## config.mk

```make
export PLATFORM = sky130hd
export DESIGN_NAME = uart_baud_ctrl
export DESIGN_NICKNAME = d
export VERILOG_FILES = /design/src/rtl/uart_pkg.sv /design/src/rtl/uart_tick_strobe.sv /design/src/rtl/uart_baud_ctrl.sv
export SDC_FILE = /design/constraint.sdc
export NUM_CORES = 1
export LEC_CHECK = 0
export CAP_MARGIN = 10
export CELL_PAD_IN_SITES_DETAIL_PLACEMENT = 0
export CELL_PAD_IN_SITES_GLOBAL_PLACEMENT = 1
export CORE_ASPECT_RATIO = 0.5
export CORE_UTILIZATION = 42
export CTS_BUF_LIST = sky130_fd_sc_hd__clkbuf_16
export DETAILED_ROUTE_END_ITERATION = 10
export DONT_BUFFER_PORTS = 1
export GPL_ROUTABILITY_DRIVEN = 1
export PLACE_DENSITY = 0.79
export SYNTH_ARGS = -nofsm -noshare
export SYNTH_HDL_FRONTEND = slang
export SYNTH_SLANG_ARGS = --single-unit
```

## constraint.sdc

```tcl
create_clock -name clk -period 2 [get_ports clk]
set_clock_uncertainty 0.1 [all_clocks]
set_input_delay 0.2 -clock clk [delete_from_list [all_inputs] [get_ports clk]]
set_output_delay 0.2 -clock clk [all_outputs]
set_load 0.05 [all_outputs]
```

## src/rtl/uart_pkg.sv

```systemverilog
// Shared UART constants, baud-controller state type and rate table.
package uart_pkg;

    localparam logic [16:0] BAUD_1200   = 17'd1200;
    localparam logic [16:0] BAUD_2400   = 17'd2400;
    localparam logic [16:0] BAUD_4800   = 17'd4800;
    localparam logic [16:0] BAUD_9600   = 17'd9600;
    localparam logic [16:0] BAUD_14400  = 17'd14400;
    localparam logic [16:0] BAUD_19200  = 17'd19200;
    localparam logic [16:0] BAUD_38400  = 17'd38400;
    localparam logic [16:0] BAUD_57600  = 17'd57600;
    localparam logic [16:0] BAUD_115200 = 17'd115200;

    localparam logic [3:0] TICK_FULL = 4'hF;

    typedef enum logic [2:0] {
        RESET_SETTLE,
        IDLE,
        CHECK,
        DRAIN,
        APPLY,
        SETTLE
    } baud_ctrl_state_t;

    function automatic logic baud_is_supported(logic [16:0] rate);
        logic ok;
        ok = 1'b0;
        case (rate)
            BAUD_1200, BAUD_2400, BAUD_4800,
            BAUD_9600, BAUD_14400, BAUD_19200,
            BAUD_38400, BAUD_57600, BAUD_115200: ok = 1'b1;
            default: ok = 1'b0;
        endcase
        return ok;
    endfunction

endpackage

```

## src/rtl/uart_tick_strobe.sv

```systemverilog
// Rising-into-full-phase detector on the baud generator tick phase.
module uart_tick_strobe
    import uart_pkg::*;
(
    input  logic       clk,
    input  logic [3:0] tick_i,
    output logic       strobe_o
);

    // Plain history flop: previous cycle's tick, reset-independent.
    logic [3:0] tick_q;

    always_ff @(posedge clk) begin
        tick_q <= tick_i;
    end

    assign strobe_o = (tick_i == TICK_FULL) && (tick_q != TICK_FULL);

endmodule

```

## src/rtl/uart_baud_ctrl.sv

```systemverilog
// Baud-rate change controller: validate, quiesce link, apply, settle.
module uart_baud_ctrl
    import uart_pkg::*;
#(
    parameter int unsigned DEFAULT_BAUD  = 9600,
    parameter int unsigned SETTLE_BITS   = 2,
    parameter int unsigned DRAIN_TIMEOUT = 1_000_000
) (
    input  logic        clk,
    input  logic        rst,
    input  logic        cfg_req,
    input  logic [16:0] cfg_baud,
    output logic        cfg_ack,
    output logic        cfg_err,
    input  logic        link_busy,
    output logic        quiesce,
    input  logic [3:0]  tick,
    output logic [16:0] baud_rate,
    output logic        baud_valid
);

    localparam int unsigned DW =
        (DRAIN_TIMEOUT > 1) ? $clog2(DRAIN_TIMEOUT) : 1;
    localparam logic [DW-1:0] DRAIN_LAST  = DW'(DRAIN_TIMEOUT - 1);
    localparam logic [3:0]    SETTLE_LAST = 4'(SETTLE_BITS - 1);
    localparam logic [16:0]   DEF_RATE    = 17'(DEFAULT_BAUD);

    baud_ctrl_state_t state_q, state_d;
    logic [16:0]      req_q, req_d;
    logic [16:0]      rate_q, rate_d;
    logic             valid_q, valid_d;
    logic             quiesce_q, quiesce_d;
    logic             ack_q, ack_d;
    logic             err_q, err_d;
    logic [DW-1:0]    drain_q, drain_d;
    logic [3:0]       bits_q, bits_d;
    logic             strobe;

    uart_tick_strobe u_strobe (
        .clk      (clk),
        .tick_i   (tick),
        .strobe_o (strobe)
    );

    always_ff @(posedge clk) begin
        if (rst) begin
            state_q   <= RESET_SETTLE;
            req_q     <= DEF_RATE;
            rate_q    <= DEF_RATE;
            valid_q   <= 1'b0;
            quiesce_q <= 1'b0;
            ack_q     <= 1'b0;
            err_q     <= 1'b0;
            drain_q   <= '0;
            bits_q    <= '0;
        end else begin
            state_q   <= state_d;
            req_q     <= req_d;
            rate_q    <= rate_d;
            valid_q   <= valid_d;
            quiesce_q <= quiesce_d;
            ack_q     <= ack_d;
            err_q     <= err_d;
            drain_q   <= drain_d;
            bits_q    <= bits_d;
        end
    end

    always_comb begin
        state_d   = state_q;
        req_d     = req_q;
        rate_d    = rate_q;
        valid_d   = valid_q;
        quiesce_d = quiesce_q;
        ack_d     = 1'b0;
        err_d     = 1'b0;
        drain_d   = drain_q;
        bits_d    = bits_q;
        unique case (state_q)
            RESET_SETTLE: begin
                if (strobe) begin
                    if (bits_q == SETTLE_LAST) begin
                        valid_d = 1'b1;
                        bits_d  = '0;
                        state_d = IDLE;
                    end else begin
                        bits_d = bits_q + 4'd1;
                    end
                end
            end
            IDLE: begin
                // The ack cycle never starts a new request.
                if (cfg_req && !ack_q) begin
                    req_d   = cfg_baud;
                    state_d = CHECK;
                end
            end
            CHECK: begin
                if (!baud_is_supported(req_q)) begin
                    ack_d   = 1'b1;
                    err_d   = 1'b1;
                    state_d = IDLE;
                end else if (req_q == rate_q) begin
                    ack_d   = 1'b1;
                    state_d = IDLE;
                end else begin
                    quiesce_d = 1'b1;
                    drain_d   = '0;
                    state_d   = DRAIN;
                end
            end
            DRAIN: begin
                if (!link_busy) begin
                    state_d = APPLY;
                end else if (drain_q == DRAIN_LAST) begin
                    ack_d     = 1'b1;
                    err_d     = 1'b1;
                    quiesce_d = 1'b0;
                    state_d   = IDLE;
                end else begin
                    drain_d = drain_q + DW'(1);
                end
            end
            APPLY: begin
                rate_d  = req_q;
                valid_d = 1'b0;
                bits_d  = '0;
                state_d = SETTLE;
            end
            SETTLE: begin
                if (strobe) begin
                    if (bits_q == SETTLE_LAST) begin
                        valid_d   = 1'b1;
                        quiesce_d = 1'b0;
                        ack_d     = 1'b1;
                        state_d   = IDLE;
                    end else begin
                        bits_d = bits_q + 4'd1;
                    end
                end
            end
            default: state_d = RESET_SETTLE;
        endcase
    end

    assign cfg_ack    = ack_q;
    assign cfg_err    = err_q;
    assign quiesce    = quiesce_q;
    assign baud_rate  = rate_q;
    assign baud_valid = valid_q;

endmodule

```

==> impl_metrics.toml <==
[status]
status = "finished with violations"
violations = "negative setup slack"

[sta]
tightest_slew_ps = 529
worst_slack_ps = -102
period_minus_slack_ps = 2100
hold_viol_final = 0
rsz0062_at_grt = "yes"
min_period_over_period_pct = 105
final.setup.tns_ps = -542
fmax_mhz = 476
setup_viol = 15
maxSlewViolCount = 0
timing.hold.ws_ps = 46.8
maxSlewHeadroom_pct = 64.7

[setup_path]
arrival_ps = 2240
path_max_fanout = 19
cp-start-kind = "register"
endpoint_kind = "register"
rr_worst_depth = 8
worst_ep_required_time_ps = 2140
worst-setup-path-type = "register to register"
r2r_end = "drain_q[1]"
r2r_start = "req_q[7]"
r2r_slack_ps = -100

[pwr]
p_sw_share_pct = 21.6
total_power_w = 0.00305
power_density_nw_per_um2 = 627
p_sw_w = 0.000659
ir_drop_mv = 0.416
leakage_nw = 1.93
clkPwrFrac_pct = 51.1
p_comb_share_pct = 3.6
p_int_w = 0.00239
p_seq_share_pct = 45.3

[routing]
wl_met3_um = 389
wire_per_inst_um = 14.8
drcViolationCount = 0
routed.top_layer = "met4"
drt_iter0_markers = 187
detail-route-antenna-nets = 0
wl_met1_mm = 4.57
wl_met2_mm = 4.66
via_count = 3462
wirelength_mm = 9.73
dr.pass1.iters = 5
via_per_inst = 5.29

[cts]
clock_latency_ps = 330
numCtsBuffers = 9
path_clk_slew_ps = 60
clock-root-buffer = "clkbuf_16"
cts-htree-levels = 3
cts_tree = "built"
clkSinkCount = 69
clockBufferDepth = 2

[synthesis]
syn-num-nets = 473
synth_edf_count = 0
syn-cell-area_um2 = 3540
synth-seq-area-share_pct = 39.0
synthCells = 445
ys_ff_latch = 69
synth-main-ff-cell = "dfxtp_1"
syn_avg_cell_area_um2 = 7.97
yosysWarnings = 0
synthDistinctLibCells = 65
async_reset_ff_share_pct = 0

[final_layout]
sequential_cell_area_um2 = 1410
mostFrequentLayoutCells = "nand2_1, buf_4, dfxtp_1"
layout_commonest_cell = "nand2_1"
drive_above_1_share_pct = 27.8
area_growth_pct = 37.5
final_area_um2 = 4870
n_fill_cell = 728
final_nets = 566
multi_input_area_um2 = 2060
antenna_cells = 0

[worst_hold_path]
hold_path_class = "input port to register"
min_to = "req_q[16]"
min_path_cells = 2
hp-start = "rst"

[place]
gp_congestion = 0.885
port-buffer-count = 0
hpwl_mm = 6.27
place_area_um2 = 4120

[global_route]
grt_pass1_wl_mm = 15.7
grt_overflow = 0
grt_pass1_vias = 3206
grt_max_degree = 34
grt.total_usage_pct = 22.7
antenna_found_initial = 0

[flow_run]
drv_cap = 0

[floorplan]
start_util_pct = 43.8
coreArea_um2 = 8090
die_h_um = 67.0
rows = 23
io_pins = 46
die_width_um = 132
die-area_um2 = 8830
## how the worst max path moves through the flow
stage | start | endpoint
3_5_place_dp | req_q[9] | state_q[1]
3_3_place_gp | req_q[0] | state_q[1]
5_1_grt | req_q[7] | drain_q[1]
4_1_cts | req_q[3] | state_q[1]
2_1_floorplan | baud_rate[0] | drain_q[8]
6_report | req_q[7] | drain_q[1]
## stage by stage
stage	instances	util [%]	setup WS, ps
after floorplan	445	-	8.98
after global placement	605	51.0	-76.1
after detailed placement	605	51.0	-193
after CTS	648	58.3	-101
after global routing	655	60.3	-155
final	655	60.3	-102
## per-layer routing
layer,track usage (%),up-vias
li1,-,1765
met1,28.6,1607
met2,38.8,77
met3,5.71,13
met4,6.83,0
met5,0,-
## state kept, by name (all words and copies together), names as in the netlist
signal	flops
quiesce	1
drain_q	20
state_q	3
cfg_ack	1
cfg_err	1
u_strobe.tick_q	4
baud_rate	17
baud_valid	1
req_q	17
bits_q	4
## worst max-delay path: stages (launching register included)
cell and delay, ps:
dfxtp_1 420, and4bb_1 220, a32oi_1 250, o22ai_2 120
a311oi_2 300, buf_4 190, nor2_2 50, buf_12 160
o41ai_2 190
## repair_timing
item | in CTS | in global routing
hold endpoints to repair | 41 | 0
resized for setup | 13 | 25
hold buffers | 23 | 0
buffers inserted | 4 | 7
pin swaps | 11 | 9
setup endpoints to repair | 21 | 25
## power groups by stage
stage	Combinational, W	Sequential, W	Clock, W
after detailed placement	0.0000556	0.00142	0
final	0.000111	0.00138	0.00156
after global routing	0.000119	0.00138	0.00164
after floorplan	0.0000470	0.00141	0
after global placement	0.0000553	0.00142	0
after CTS	0.000106	0.00138	0.00158
## cell families after synthesis
group,after synthesis,share of synthesized area [%]
AOI/OAI and AO/OA,90,16.8
xor gates and xnor gates,20,4.94
adders and majority gates,3,1.06
buffers and inverters,37,6.04
DFF,69,39.0
muxes,3,0.847
and+or+nand+nor,223,31.4
## synthesized netlist by cell type (3+ instances only)
cell type / instances / area, um^2
buf_2: 4 / 20.0
nand3_1: 30 / 150
buf_4: 3 / 22.5
clkbuf_1: 12 / 45.0
o31a_1: 3 / 26.3
o211ai_1: 4 / 30.0
o21ai_1: 7 / 35.0
mux2i_1: 3 / 30.0
o21ai_0: 12 / 60.1
nand2_1: 102 / 383
nor2b_1: 4 / 25.0
and2_1: 3 / 18.8
ha_1: 3 / 37.5
a21oi_1: 32 / 160
and4bb_1: 3 / 37.5
nand4_1: 6 / 37.5
and3_1: 7 / 43.8
dfxtp_1: 69 / 1380
nor4_1: 7 / 43.8
xor2_1: 15 / 131
buf_6: 7 / 78.8
inv_1: 8 / 30.0
nor2_1: 18 / 67.6
xnor2_1: 5 / 43.8
nor3_1: 19 / 95.1
a31oi_1: 11 / 68.8
## layout make-up
type,count,share of cell area (%)
multi-input combinational,339,42.3
timing repair buffer,110,19.2
sequential,69,28.9
inverter,9,0.693
clock inverter,7,1.39
clock buffer,9,4.62
tap,112,2.88
No activity file was read; power rests on OpenSTA's default activity.
